[src/rtl/qar_spi_master_if.sv]
// qar_spi_master_if: register-bus bundle between a bus master and the SPI master.
// Latency: none, the interface is wires only.
// Backpressure: none; the slave returns bus_ready in the same cycle as bus_valid.
// Signals:
//   bus_valid / bus_we / bus_addr / bus_wdata : request from the master side
//   bus_ready / bus_rdata                     : zero-wait-state response from the slave side
interface qar_spi_master_if;
  logic        bus_valid;
  logic        bus_we;
  logic [3:0]  bus_addr;
  logic [31:0] bus_wdata;
  logic        bus_ready;
  logic [31:0] bus_rdata;

  modport master (
    output bus_valid, bus_we, bus_addr, bus_wdata,
    input  bus_ready, bus_rdata
  );

  modport slave (
    input  bus_valid, bus_we, bus_addr, bus_wdata,
    output bus_ready, bus_rdata
  );
endinterface

[src/rtl/qar_spi_master.sv]
// qar_spi_master: register-mapped single-byte SPI master (modes 0-3, programmable SCK divider).
// Latency: register accesses complete in the cycle they are presented; a byte takes 18 half-periods.
// Backpressure: none on the bus; a TXDATA write that cannot be accepted is dropped and flags tx_err.
// Ports:
//   clk, rst              : system clock, synchronous active-high reset
//   bus                   : register bus (CTRL 0x0, STATUS 0x4, TXDATA 0x8, RXDATA 0xC)
//   spi_sck/mosi/miso     : serial clock and data, MSB first
//   spi_cs_n              : active-low chip selects, one asserted for the duration of a transfer
//   irq                   : level interrupt, rx_valid gated by irq_en
module qar_spi_master #(
  parameter int DIV_WIDTH = 8,
  parameter int CS_WIDTH  = 4
) (
  input  logic                clk,
  input  logic                rst,
  qar_spi_master_if.slave     bus,
  output logic                spi_sck,
  output logic                spi_mosi,
  input  logic                spi_miso,
  output logic [CS_WIDTH-1:0] spi_cs_n,
  output logic                irq
);

  typedef enum logic [1:0] {S_IDLE, S_SETUP, S_SHIFT, S_HOLD} state_t;

  state_t r_state, w_state_nxt;

  // CTRL register (live copy, software visible)
  logic                 r_en, r_cpol, r_cpha, r_irq_en;
  logic [1:0]           r_cs_sel;
  logic [DIV_WIDTH-1:0] r_div;
  // Per-transfer snapshot so CTRL edits during a transfer only affect the next one
  logic                 r_cpha_l;
  logic [1:0]           r_cs_l;
  logic [DIV_WIDTH-1:0] r_div_l;

  logic [DIV_WIDTH-1:0] r_cnt;
  logic [4:0]           r_edge;     // number of SCK edges already produced in this transfer
  logic                 r_sck;
  logic                 r_mosi;
  logic [7:0]           r_tx;
  logic [7:0]           r_txdata;
  logic [7:0]           r_rx;
  logic [7:0]           r_rxdata;
  logic                 r_rx_valid, r_overrun, r_tx_err;

  logic w_wr, w_rd, w_wr_ctrl, w_wr_stat, w_wr_tx, w_rd_rx;
  logic w_busy, w_tx_accept, w_tx_reject, w_abort;
  logic w_hp_done, w_last_edge, w_edge, w_edge_odd, w_sample, w_shift, w_rx_load;
  logic [7:0]  w_div8;
  logic [31:0] w_rdata;
  logic [CS_WIDTH-1:0] w_cs_n;
  logic w_unused;

  assign w_wr      = bus.bus_valid &  bus.bus_we;
  assign w_rd      = bus.bus_valid & ~bus.bus_we;
  assign w_wr_ctrl = w_wr && (bus.bus_addr == 4'h0);
  assign w_wr_stat = w_wr && (bus.bus_addr == 4'h4);
  assign w_wr_tx   = w_wr && (bus.bus_addr == 4'h8);
  assign w_rd_rx   = w_rd && (bus.bus_addr == 4'hC);

  assign w_busy      = (r_state != S_IDLE);
  assign w_tx_accept = w_wr_tx && r_en && !w_busy;
  assign w_tx_reject = w_wr_tx && !(r_en && !w_busy);
  // Abort is taken in the same cycle as the CTRL write that drops enable, so the
  // FSM is back in IDLE on the very next cycle.
  assign w_abort     = w_busy && (w_wr_ctrl ? ~bus.bus_wdata[0] : ~r_en);

  assign w_hp_done   = (r_cnt == '0);
  assign w_last_edge = (r_edge == 5'd16);
  // An SCK edge is produced at the end of SETUP and at every SHIFT boundary but the last.
  assign w_edge      = !w_abort && w_hp_done &&
                       ((r_state == S_SETUP) || ((r_state == S_SHIFT) && !w_last_edge));
  assign w_edge_odd  = ~r_edge[0];   // edge about to be produced is r_edge+1
  assign w_sample    = w_edge && (r_cpha_l ? !w_edge_odd : w_edge_odd);
  assign w_shift     = w_edge && (r_cpha_l ?  w_edge_odd : !w_edge_odd);
  assign w_rx_load   = !w_abort && w_hp_done && w_last_edge && (r_state == S_SHIFT);

  assign w_unused = ^bus.bus_wdata;

  // State register
  always_ff @(posedge clk) begin
    if (rst) r_state <= S_IDLE;
    else     r_state <= w_state_nxt;
  end

  // Next-state logic
  always_comb begin
    w_state_nxt = r_state;
    case (r_state)
      S_IDLE:  if (w_tx_accept)               w_state_nxt = S_SETUP;
      S_SETUP: if (w_hp_done)                 w_state_nxt = S_SHIFT;
      S_SHIFT: if (w_hp_done && w_last_edge)  w_state_nxt = S_HOLD;
      S_HOLD:  if (w_hp_done)                 w_state_nxt = S_IDLE;
      default:                                w_state_nxt = S_IDLE;
    endcase
    if (w_abort) w_state_nxt = S_IDLE;
  end

  // Registers and datapath
  always_ff @(posedge clk) begin
    if (rst) begin
      r_en       <= 1'b0;
      r_cpol     <= 1'b0;
      r_cpha     <= 1'b0;
      r_irq_en   <= 1'b0;
      r_cs_sel   <= 2'b00;
      r_div      <= '0;
      r_cpha_l   <= 1'b0;
      r_cs_l     <= 2'b00;
      r_div_l    <= '0;
      r_cnt      <= '0;
      r_edge     <= 5'd0;
      r_sck      <= 1'b0;
      r_mosi     <= 1'b0;
      r_tx       <= 8'h00;
      r_txdata   <= 8'h00;
      r_rx       <= 8'h00;
      r_rxdata   <= 8'h00;
      r_rx_valid <= 1'b0;
      r_overrun  <= 1'b0;
      r_tx_err   <= 1'b0;
    end else begin
      if (w_wr_ctrl) begin
        r_en     <= bus.bus_wdata[0];
        r_cpol   <= bus.bus_wdata[1];
        r_cpha   <= bus.bus_wdata[2];
        r_irq_en <= bus.bus_wdata[3];
        r_cs_sel <= bus.bus_wdata[5:4];
        r_div    <= bus.bus_wdata[8 +: DIV_WIDTH];
      end

      if (w_tx_accept) begin
        r_cpha_l <= r_cpha;
        r_cs_l   <= r_cs_sel;
        r_div_l  <= r_div;
        r_cnt    <= r_div;
        r_edge   <= 5'd0;
        r_sck    <= r_cpol;
        r_txdata <= bus.bus_wdata[7:0];
        // cpha=0 presents bit 7 for the whole SETUP phase; cpha=1 puts it out on edge 1.
        if (r_cpha) begin
          r_tx <= bus.bus_wdata[7:0];
        end else begin
          r_tx   <= {bus.bus_wdata[6:0], 1'b0};
          r_mosi <= bus.bus_wdata[7];
        end
      end else if (w_busy) begin
        r_cnt <= w_hp_done ? r_div_l : (r_cnt - 1'b1);
      end

      if (w_edge) begin
        r_edge <= r_edge + 5'd1;
        r_sck  <= ~r_sck;
      end
      if (w_shift) begin
        r_mosi <= r_tx[7];
        r_tx   <= {r_tx[6:0], 1'b0};
      end
      if (w_sample) r_rx <= {r_rx[6:0], spi_miso};

      // A load in the same cycle as an RXDATA read wins: the new byte stays valid.
      if (w_rx_load) begin
        r_rxdata   <= r_rx;
        r_rx_valid <= 1'b1;
      end else if (w_rd_rx) begin
        r_rx_valid <= 1'b0;
      end

      if (w_rx_load && r_rx_valid)               r_overrun <= 1'b1;
      else if (w_wr_stat && bus.bus_wdata[2])    r_overrun <= 1'b0;

      if (w_tx_reject)                           r_tx_err <= 1'b1;
      else if (w_wr_stat && bus.bus_wdata[3])    r_tx_err <= 1'b0;
    end
  end

  // Register read mux (combinational, zero wait states)
  always_comb begin
    w_div8 = 8'h00;
    w_div8[DIV_WIDTH-1:0] = r_div;
    w_rdata = 32'h0;
    case (bus.bus_addr)
      4'h0:    w_rdata = {16'h0, w_div8, 2'b00, r_cs_sel, r_irq_en, r_cpha, r_cpol, r_en};
      4'h4:    w_rdata = {28'h0, r_tx_err, r_overrun, r_rx_valid, w_busy};
      4'h8:    w_rdata = {24'h0, r_txdata};
      4'hC:    w_rdata = {24'h0, r_rxdata};
      default: w_rdata = 32'h0;
    endcase
  end

  // Chip selects: only the latched cs_sel line is driven low while a transfer is active.
  always_comb begin
    w_cs_n = '1;
    for (int i = 0; i < CS_WIDTH; i++) begin
      if (w_busy && (int'(r_cs_l) == i)) w_cs_n[i] = 1'b0;
    end
  end

  assign bus.bus_ready = bus.bus_valid;
  assign bus.bus_rdata = w_rdata;
  assign spi_cs_n      = w_cs_n;
  // Idle level follows the live cpol; during a transfer the toggling register drives SCK.
  assign spi_sck       = w_busy ? r_sck : r_cpol;
  assign spi_mosi      = r_mosi;
  assign irq           = r_rx_valid & r_irq_en;

endmodule

[src/flat_wrapper.sv]
// flat-port wrapper written by rule: the top's interface ports become plain ports
module qar_spi_master_flat 
#(
  parameter int DIV_WIDTH = 8,
  parameter int CS_WIDTH  = 4
)
  (clk, rst, spi_sck, spi_mosi, spi_miso, spi_cs_n, irq, bus_bus_valid, bus_bus_we, bus_bus_addr, bus_bus_wdata, bus_bus_ready, bus_bus_rdata);
  qar_spi_master_if bus_i ();
  input  logic clk;
  input  logic rst;
  output logic spi_sck;
  output logic spi_mosi;
  input  logic spi_miso;
  output logic [CS_WIDTH-1:0] spi_cs_n;
  output logic irq;
  input wire logic [$bits(bus_i.bus_valid)-1:0] bus_bus_valid;
  input wire logic [$bits(bus_i.bus_we)-1:0] bus_bus_we;
  input wire logic [$bits(bus_i.bus_addr)-1:0] bus_bus_addr;
  input wire logic [$bits(bus_i.bus_wdata)-1:0] bus_bus_wdata;
  output wire logic [$bits(bus_i.bus_ready)-1:0] bus_bus_ready;
  output wire logic [$bits(bus_i.bus_rdata)-1:0] bus_bus_rdata;
  assign bus_i.bus_valid = bus_bus_valid;
  assign bus_i.bus_we = bus_bus_we;
  assign bus_i.bus_addr = bus_bus_addr;
  assign bus_i.bus_wdata = bus_bus_wdata;
  assign bus_bus_ready = bus_i.bus_ready;
  assign bus_bus_rdata = bus_i.bus_rdata;
  qar_spi_master #(.DIV_WIDTH(DIV_WIDTH), .CS_WIDTH(CS_WIDTH)) u_core (.clk(clk), .rst(rst), .bus(bus_i), .spi_sck(spi_sck), .spi_mosi(spi_mosi), .spi_miso(spi_miso), .spi_cs_n(spi_cs_n), .irq(irq));
endmodule
[config.mk]
export PLATFORM = sky130hd
export DESIGN_NAME = qar_spi_master_flat
export DESIGN_NICKNAME = d
export VERILOG_FILES = /design/src/rtl/qar_spi_master_if.sv /design/src/rtl/qar_spi_master.sv /design/src/flat_wrapper.sv
export SDC_FILE = /design/constraint.sdc
export NUM_CORES = 1
export LEC_CHECK = 0
export ABC_AREA = 1
export BUFFER_PORTS_ARGS = -buffer_cell sky130_fd_sc_hd__buf_2
export CAP_MARGIN = 10
export CORE_MARGIN = 1
export CORE_UTILIZATION = 47
export CTS_CLUSTER_SIZE = 20
export DETAILED_ROUTE_END_ITERATION = 7
export PLACE_DENSITY = 0.67
export SLEW_MARGIN = 20
export SYNTH_ARGS = -nofsm -noshare
export SYNTH_HDL_FRONTEND = slang
export SYNTH_SLANG_ARGS = --single-unit
export TNS_END_PERCENT = 10
[constraint.sdc]
create_clock -name clk -period 2.3 [get_ports clk]
set_input_delay 0.23 -clock clk [delete_from_list [all_inputs] [get_ports clk]]
set_output_delay 0.23 -clock clk [all_outputs]
set_load 0.02 [all_outputs]
==> results.json, run 1 <==
{
  "timing.final.hold_violations": 0,
  "placed_cells": 677,
  "boundaryPins": 81,
  "synth.ff_latch_count": 77,
  "mostFrequentLayoutCells": "115 x nand2_1, 77 x dfxtp_1, 57 x o21ai_0",
  "initial_antenna_violation_count": 0,
  "finalCritPeriodShare_pct": 88.7,
  "synth_seq_area_share_pct": 39.9,
  "globalRouteMet1Util_pct": 29.3,
  "path_class": "reg -> out",
  "post_synth.cell_area_avg_um2": 7.15,
  "layout_min_cycle_time_ns": 2.04,
  "mostFrequentLayoutCell": "nand2_1",
  "synth_xor_xnor_area_share_pct": 2.04,
  "cts_buffers": 9,
  "cp-start-kind": "flop",
  "synth_area_in_simple_gates_pct": 25.6,
  "netlist_top_cells_area": "dfxtp_1 40%, nand2_1 11%, o21ai_0 7.4%, a21oi_1 6.7%, nor2_1 5.4%",
  "drtIter0Drc": 157,
  "antenna_cells": 0,
  "max-cap-violations": 0,
  "io_buffers": 48,
  "dominantRegCellSynth": "dfxtp_1",
  "grt_max_degree": 33,
  "setup_repair_after_global_routing_missed_its_margin": "no",
  "syn_inst": 541,
  "worst_setup_path_end_kind": "output port",
  "ys_types": 37,
  "antenna_violating_nets_post_route": 0,
  "setup_viol": 0,
  "nFillCells": 793,
  "post_synth_fa_ha_maj_area_fraction_pct": 2.26,
  "cts_root_buf": "clkbuf_8",
  "globalRoute.busiestLayer": "met2",
  "finalClockSkew_ns": 0.00960,
  "multi_input_comb_area_um2": 1920,
  "grt_remaining_overflow": 0,
  "async_flop_share_pct": 0,
  "final-max-slew-violation-count": 0,
  "place_congestion": 0.833,
  "synth_compound_gate_area_share_pct": 18.0,
  "static-leakage-power_nw": 1.90,
  "drive_above_1_share_pct": 16.4,
  "finish.instance_area_um2": 4360,
  "mux_contribution_to_synthesized_area_pct": 0,
  "rows": 32,
  "drt-total-wl_um": 8860,
  "vias_in_the_first_global_route": 3288,
  "cts_tree": "built",
  "tightestPinTransition_ns": 0.678,
  "layout.cells.non_filler": 693,
  "drc_markers": 0,
  "post_synth_instance_area_um2": 3870,
  "clk_path_buf_depth": 2,
  "num-nets-final": 634,
  "worst_hold_path_type": "in -> reg",
  "initial_utilization_pct": 49.3,
  "die-height_um": 92.7,
  "irDropWorstVdd_mv": 0.470,
  "global_route.usage.total_pct": 22.1,
  "timing.critical_path.required_ns": 2.07,
  "clk-insertion-delay-late_ns": 0.35,
  "synth_enable_flop_cells": 0,
  "final.setup.tns_ns": 0,
  "grt_met3_usage_pct": 3.69,
  "yosys.area.top_type_share_pct": 39.9,
  "met2_usage_pct": 35.6,
  "global_route_wire_length_before_repair_um": 15000,
  "synth.yosys.warnings": 0,
  "critical_path.max_fanout": 6,
  "first_pass_iters": 4,
  "seqCellArea_um2": 1540,
  "die_area_um2": 8600,
  "synth_top_family_by_area": "simple AND/OR/NAND/NOR gates",
  "dpl_cell_area_um2": 4130,
  "timing.slew.headroom_pct": 54.8,
  "post-dp-hpwl_um": 6370,
  "worst_path_clk_slew_ns": 0.08,
  "detail_route.vias_per_cell": 5.05,
  "deepest_level_of_the_cts_h_tree": 3,
  "area.growth.synth_to_final_pct": 12.7,
  "power_density_nw_per_um2": 811,
  "routed-via-count": 3500,
  "core_um2": 7850,
  "hold_fix_buffers_at_cts": 0,
  "fmax_ghz": 0.490,
  "synth.largest_area_cell": "dfxtp_1",
  "wl_per_cell_um": 12.8,
  "worstPathArrival_ns": 1.81,
  "die_width_um": 92.7,
  "cts_num_sinks": 77,
  "outcome": "completed"
}
[registers in the layout, indices dropped and copies added (netlist names), 5 cells and up]
name / flops
u_core.r_txdata: 8
u_core.r_tx: 8
u_core.r_cnt: 8
u_core.r_div_l: 8
u_core.r_rxdata: 8
u_core.r_rx: 8
u_core.r_edge: 5
u_core.r_div: 8
[area by class of cell]
type | count | share of cell area, %
Multi-Input combinational cell | 381 | 44.0
Sequential cell | 77 | 35.4
Timing Repair Buffer | 57 | 7.35
Inverter | 60 | 5.23
Clock buffer | 10 | 3.16
Tap cell | 102 | 2.93
Clock inverter | 6 | 1.98
[stage by stage]
step	util [%]	hold WS, ns	total power, mW	setup slack (ns)
final	55.5	0.101	3.54	0.260
after global routing	55.5	0.107	3.74	0.0487
after CTS	55.5	0.0867	3.54	0.250
after detailed placement	52.6	0.456	2.39	0.288
after global placement	52.6	0.452	2.37	0.361
after floorplan	-	0.365	2.23	0.641
[logic make-up after synthesis]
group           after synthesis
buf+inv                      98
fa+ha+maj                     7
compound gates              130
other cells                   1
xor+xnor                      9
simple gates                219
flops                        77
[where the power goes]
group          leakage (nW)  internal [mW]  switching (mW)
Combinational          1.16          0.281           0.545
Sequential            0.622           1.45           0.101
Clock                 0.112          0.639           0.517
[final timing paths]
path	from	endpoint	slack (ns)	cells past startpoint
setup reg to reg	u_core.r_cnt[0]	u_core.r_rx[6]	0.29	11
setup / recovery	u_core.r_state[0]	bus_bus_rdata[0]	0.26	7
hold reg to reg	u_core.r_overrun	u_core.r_overrun	0.47	2
hold / removal	spi_miso	u_core.r_rx[0]	0.10	3
[worst max-delay path, stage by stage (launching register included)]
cell	delay, ns
dfxtp_1	0.36
inv_1	0.09
ha_1	0.29
inv_1	0.15
buf_4	0.19
nand2_1	0.06
nand4_1	0.14
buf_2	0.18
[routing by layer]
| metal | vias to the layer above | wire length [um] |
|---|---|---|
| met1 | 1589 | 4340 |
| met4 | 0 | 147 |
| met3 | 13 | 415 |
| met2 | 83 | 3960 |
| li1 | 1815 | - |
| met5 | - | 0 |
[Yosys cell counts (3+ instances only)]
cell type and n:
nand2_2 3, ha_1 7, nand4_1 5, xor2_1 4, inv_1 54, nor2_1 56
xnor2_1 5, nand2_1 115, clkbuf_1 13, o211ai_1 3, dfxtp_1 77, nand3_1 23
buf_4 20, nor2_2 3, buf_6 3, a31oi_1 6, o2111ai_1 3, o21ai_0 57
inv_2 6, a21oi_1 52
[repair_timing]
item / CTS / global route
setup buffers: 0 / 0
gates resized for setup: 0 / 1
setup endpoints to repair: 0 / 1
Note: power is estimated with default switching activity, not from simulation.
==> inputs of run 2 (changes only) <==
--- a/config.mk
+++ b/config.mk
@@ -12,6 +12,7 @@
 export CORE_UTILIZATION = 47
 export CTS_CLUSTER_SIZE = 20
 export DETAILED_ROUTE_END_ITERATION = 7
+export MAX_ROUTING_LAYER = met4
 export PLACE_DENSITY = 0.67
 export SLEW_MARGIN = 20
 export SYNTH_ARGS = -nofsm -noshare
==> run 2 against run 1 <==
Compared with the run above:
- non-clock buffer count did not move
- via count fell by 0.11%
- critical path depth did not move
- flip-flop and latch count did not move
- setup slack got worse by 0.010 ns
- core utilization did not move
- sequential share of layout area did not move
- fmax fell by 0.51%
- sequential power barely moved
==> results.json, run 2 (same netlist as run 1, synthesis figures left out) <==
{
  "layout_min_cycle_time_ns": 2.05,
  "die_area_um2": 8600,
  "cp_slowest_stage_delay_ns": 0.36,
  "setup_viol": 0,
  "cts_buffers": 9,
  "static-leakage-power_nw": 1.90,
  "master_of_the_slowest_instance_on_the_critical_path": "dfxtp_1",
  "critical_path.max_fanout": 6,
  "finalCritPeriodShare_pct": 89.1,
  "global_route.usage.total_pct": 22.8,
  "first_pass_iters": 5,
  "reg2reg_slack_ns": 0.28,
  "grt_max_degree": 33,
  "timing.final.hold_violations": 0,
  "area.growth.synth_to_final_pct": 12.7,
  "wl_per_cell_um": 12.8,
  "cts_num_sinks": 77,
  "worstPathArrival_ns": 1.82,
  "post-dp-hpwl_um": 6370,
  "dpl_cell_area_um2": 4130,
  "drtIter0Drc": 144,
  "fmax_ghz": 0.488,
  "place_congestion": 0.846,
  "mostFrequentLayoutCell": "nand2_1",
  "post_cts.repair.setup_buffers": 0,
  "global_route_wire_length_before_repair_um": 15000,
  "finalClockSkew_ns": 0.00884,
  "drc_markers": 0,
  "boundaryPins": 81,
  "final-max-slew-violation-count": 0,
  "cts_tree": "built",
  "clk_path_buf_depth": 2,
  "io_buffers": 48,
  "worst_hold_path_type": "in -> reg",
  "final.setup.tns_ns": 0,
  "max-cap-violations": 0,
  "antenna_cells": 0,
  "die_width_um": 92.7,
  "drive_above_1_share_pct": 16.4,
  "timing.slew.headroom_pct": 54.6,
  "critical_path.cell_chain": "inv_1, ha_1, inv_1, buf_4, nand2_1, nand4_1, buf_2",
  "timing.hold.worst_path_depth": 3,
  "cp-start-kind": "flop",
  "cts_root_buf": "clkbuf_8",
  "antenna_violating_nets_post_route": 0,
  "outcome": "completed",
  "routed-via-count": 3496,
  "initial_utilization_pct": 49.3,
  "finish.instance_area_um2": 4360,
  "worst_path_clk_slew_ns": 0.08,
  "die-height_um": 92.7,
  "rows": 32,
  "worst_path_most_repeated_cell": "inv_1",
  "setup_repair_after_global_routing_missed_its_margin": "no",
  "fin_util_pct": 55.5,
  "num-nets-final": 634,
  "r2r.worst_path.cells": 11,
  "tightestPinTransition_ns": 0.675,
  "clk-insertion-delay-late_ns": 0.35,
  "timing.critical_path.required_ns": 2.07,
  "irDropWorstVdd_mv": 0.469,
  "vias_in_the_first_global_route": 3284,
  "path_class": "reg -> out",
  "detail_route.vias_per_cell": 5.04,
  "fin_worst_hold_slack_ns": 0.0993,
  "power_density_nw_per_um2": 812,
  "worst_setup_path_end_kind": "output port",
  "grt_remaining_overflow": 0,
  "mostFrequentLayoutCells": "115 x nand2_1, 77 x dfxtp_1, 57 x o21ai_0",
  "deepest_level_of_the_cts_h_tree": 3,
  "initial_antenna_violation_count": 0,
  "drt-total-wl_um": 8870,
  "core_um2": 7850
}
-- run 2: cell counts in the layout (fill, tap and decap cells not counted) --
No cell type changed its count.
-- run 2: final timing paths --
check | from | end
setup / recovery | u_core.r_state[0] | bus_bus_rdata[0]
hold / removal | spi_miso | u_core.r_rx[0]
setup reg to reg | u_core.r_cnt[0] | u_core.r_rx[6]
hold reg to reg | u_core.r_txdata[7] | u_core.r_txdata[7]
-- run 2: where the power goes --
part / switching (mW) / internal, mW / leakage [nW]
combinational: 0.545 / 0.281 / 1.16
clock: 0.519 / 0.639 / 0.112
sequential: 0.101 / 1.45 / 0.622
-- run 2: cell type report --
class	instances	area, um2
clock buffer	10	138
clock inverter	6	86.3
fill	793	3490
inverter	60	228
multi-input combinational	381	1920
sequential	77	1540
tap	102	128
timing repair buffer	57	320
-- run 2: critical path: cells and delay by family (launching register included) --
kind | cells | cell delay [ns]
adder cells (fa/ha/maj) | 1 | 0.29
buffers and inverters | 4 | 0.61
flip-flops | 1 | 0.36
AND/OR/NAND/NOR | 2 | 0.21
-- run 2: what timing repair did --
item / in CTS / in global routing
setup endpoints to repair: 0 / 1
gates resized for setup: 0 / 1
hold buffers: 0 / 0
-- run 2: stage by stage --
stage | worst slack, ns | power, mW | std cells
2_1_floorplan | 0.641 | 2.23 | 556
6_report | 0.250 | 3.54 | 693
4_1_cts | 0.250 | 3.54 | 693
3_3_place_gp | 0.361 | 2.37 | 677
3_5_place_dp | 0.288 | 2.39 | 677
5_1_grt | 0.0487 | 3.75 | 693
-- run 2: metal layers --
metal,wire length (um),vias to the layer above,global-route usage (%)
met4,147,0,9.10
li1,-,1814,-
met2,3980,77,35.6
met3,343,13,3.37
met1,4400,1592,29.6
met5,0,-,-
==> inputs of run 3 (changes only) <==
--- a/config.mk
+++ b/config.mk
@@ -14,6 +14,7 @@
 export DETAILED_ROUTE_END_ITERATION = 7
 export MAX_ROUTING_LAYER = met4
 export PLACE_DENSITY = 0.67
+export RECOVER_POWER = 100
 export SLEW_MARGIN = 20
 export SYNTH_ARGS = -nofsm -noshare
 export SYNTH_HDL_FRONTEND = slang
==> run 3 against run 2 <==
Compared with the run above:
- combinational power shrank 2.4%
- largest power group unchanged
- setup slack lost 0.051 ns
- critical endpoint unchanged
- design area shrank 1.5%
- wire length shrank 0.45%
- clock skew is essentially flat
==> results.json, run 3 (same netlist as run 1, synthesis figures left out) <==
{
  "outcome": "completed",
  "power_density_nw_per_um2": 819,
  "worst_setup_path_startpoint": "u_core.r_state[0]",
  "io_buffers": 48,
  "fmax_ghz": 0.476,
  "reg2reg_slack_ns": 0.29,
  "layout_min_cycle_time_ns": 2.10,
  "min_from": "spi_miso",
  "boundaryPins": 81,
  "area.growth.synth_to_final_pct": 11.0,
  "timing.slew.headroom_pct": 22.9,
  "drive_above_1_share_pct": 11.7,
  "vias_in_the_first_global_route": 3284,
  "cts_tree": "built",
  "drc_markers": 0,
  "dp_worst_setup_slack_ns": 0.288,
  "setup_repair_after_global_routing_missed_its_margin": "no",
  "worst_path_most_repeated_cell": "inv_1",
  "deepest_level_of_the_cts_h_tree": 3,
  "fin_worst_hold_slack_ns": 0.101,
  "master_of_the_slowest_instance_on_the_critical_path": "dfxtp_1",
  "post_cts.repair.setup_buffers": 0,
  "initial_utilization_pct": 49.3,
  "worst_setup_path_end_kind": "output port",
  "die-height_um": 92.7,
  "max-cap-violations": 0,
  "place_congestion": 0.846,
  "cp_slowest_stage_delay_ns": 0.37,
  "tightestPinTransition_ns": 1.16,
  "setup_viol": 0,
  "cts_num_sinks": 77,
  "finalClockSkew_ns": 0.00871,
  "timing.critical_path.required_ns": 2.07,
  "worst_hold_path_type": "in -> reg",
  "path_class": "reg -> out",
  "global_route_wire_length_before_repair_um": 15000,
  "placed_cells": 677,
  "initial_antenna_violation_count": 0,
  "cts_root_buf": "clkbuf_8",
  "clk_path_buf_depth": 2,
  "worst_path_clk_slew_ns": 0.08,
  "critical_path.cell_chain": "inv_1, ha_1, inv_1, buf_4, nand2_1, nand4_1, clkbuf_1",
  "post-dp-hpwl_um": 6370,
  "rows": 32,
  "timing.final.ws_setup_ns": 0.198,
  "core_um2": 7850,
  "drtIter0Drc": 133,
  "critical_path.max_fanout": 6,
  "num-nets-final": 634,
  "finalCritPeriodShare_pct": 91.4,
  "first_pass_iters": 4,
  "grt_max_degree": 33,
  "detail_route.vias_per_cell": 5.05,
  "routed-via-count": 3501,
  "antenna_violating_nets_post_route": 0,
  "clk-insertion-delay-late_ns": 0.35,
  "power_mw": 3.52,
  "static-leakage-power_nw": 1.80,
  "worstPathArrival_ns": 1.87,
  "mostFrequentLayoutCell": "nand2_1",
  "final.setup.tns_ns": 0,
  "die_area_um2": 8600,
  "irDropWorstVdd_mv": 0.470,
  "mostFrequentLayoutCells": "117 x nand2_1, 77 x dfxtp_1, 58 x o21ai_0",
  "final-max-slew-violation-count": 0,
  "die_width_um": 92.7,
  "layout.cells.non_filler": 693,
  "cts_buffers": 9,
  "rr_startpoint": "u_core.r_cnt[0]",
  "antenna_cells": 0,
  "wl_per_cell_um": 12.7,
  "grt_remaining_overflow": 0,
  "cts_resized": 0,
  "global_route.usage.total_pct": 22.8,
  "timing.final.hold_violations": 0,
  "drt-total-wl_um": 8830,
  "hold_fix_buffers_at_cts": 0,
  "cp-start-kind": "flop"
}
==> run 3: cell count changes in the layout (fill, tap and decap cells not counted), sizes merged <==
| cell | previous run | this run |
|---|---|---|
| buf | 57 | 34 |
| clkbuf | 10 | 33 |
==> run 3: area by class of cell <==
type	instances	area, um2
Clock inverter	6	86.3
Inverter	60	228
Multi-Input combinational cell	381	1900
Clock buffer	10	138
Tap cell	102	128
Timing Repair Buffer	57	277
Fill cell	810	3550
Sequential cell	77	1540
==> run 3: worst paths after layout <==
path                        end  cells after the start
max            bus_bus_rdata[0]                      7
min              u_core.r_rx[0]                      3
max reg2reg      u_core.r_tx[3]                     11
min reg2reg  u_core.r_txdata[7]                      2
==> run 3: layer usage <==
metal	share of wire, %	track usage (%)	wire [um]	vias to the layer above
met3	4.3	3.37	378	13
met5	0	-	0	-
met2	44	35.6	3910	97
met1	50	29.6	4400	1581
met4	1.7	9.10	147	0
li1	-	-	-	1810
==> run 3: power by group <==
group	switching, mW	leakage [nW]	total (mW)	internal [mW]
Clock	0.517	0.112	1.16	0.639
Combinational	0.534	1.07	0.807	0.273
Sequential	0.101	0.622	1.55	1.45
==> run 3: critical path, delay by kind of cell, from the launching register on <==
family	cells	cell delay [ns]
flip-flops	1	0.37
AND/OR/NAND/NOR	2	0.20
adder cells (fa/ha/maj)	1	0.29
buffers and inverters	4	0.67
==> run 3: metrics by stage <==
| stage | util (%) | instance area, um2 |
|---|---|---|
| after floorplan | - | 3920 |
| after global placement | 52.6 | 4130 |
| after detailed placement | 52.6 | 4130 |
| after CTS | 55.5 | 4360 |
| after global routing | 54.7 | 4290 |
| final | 54.7 | 4290 |
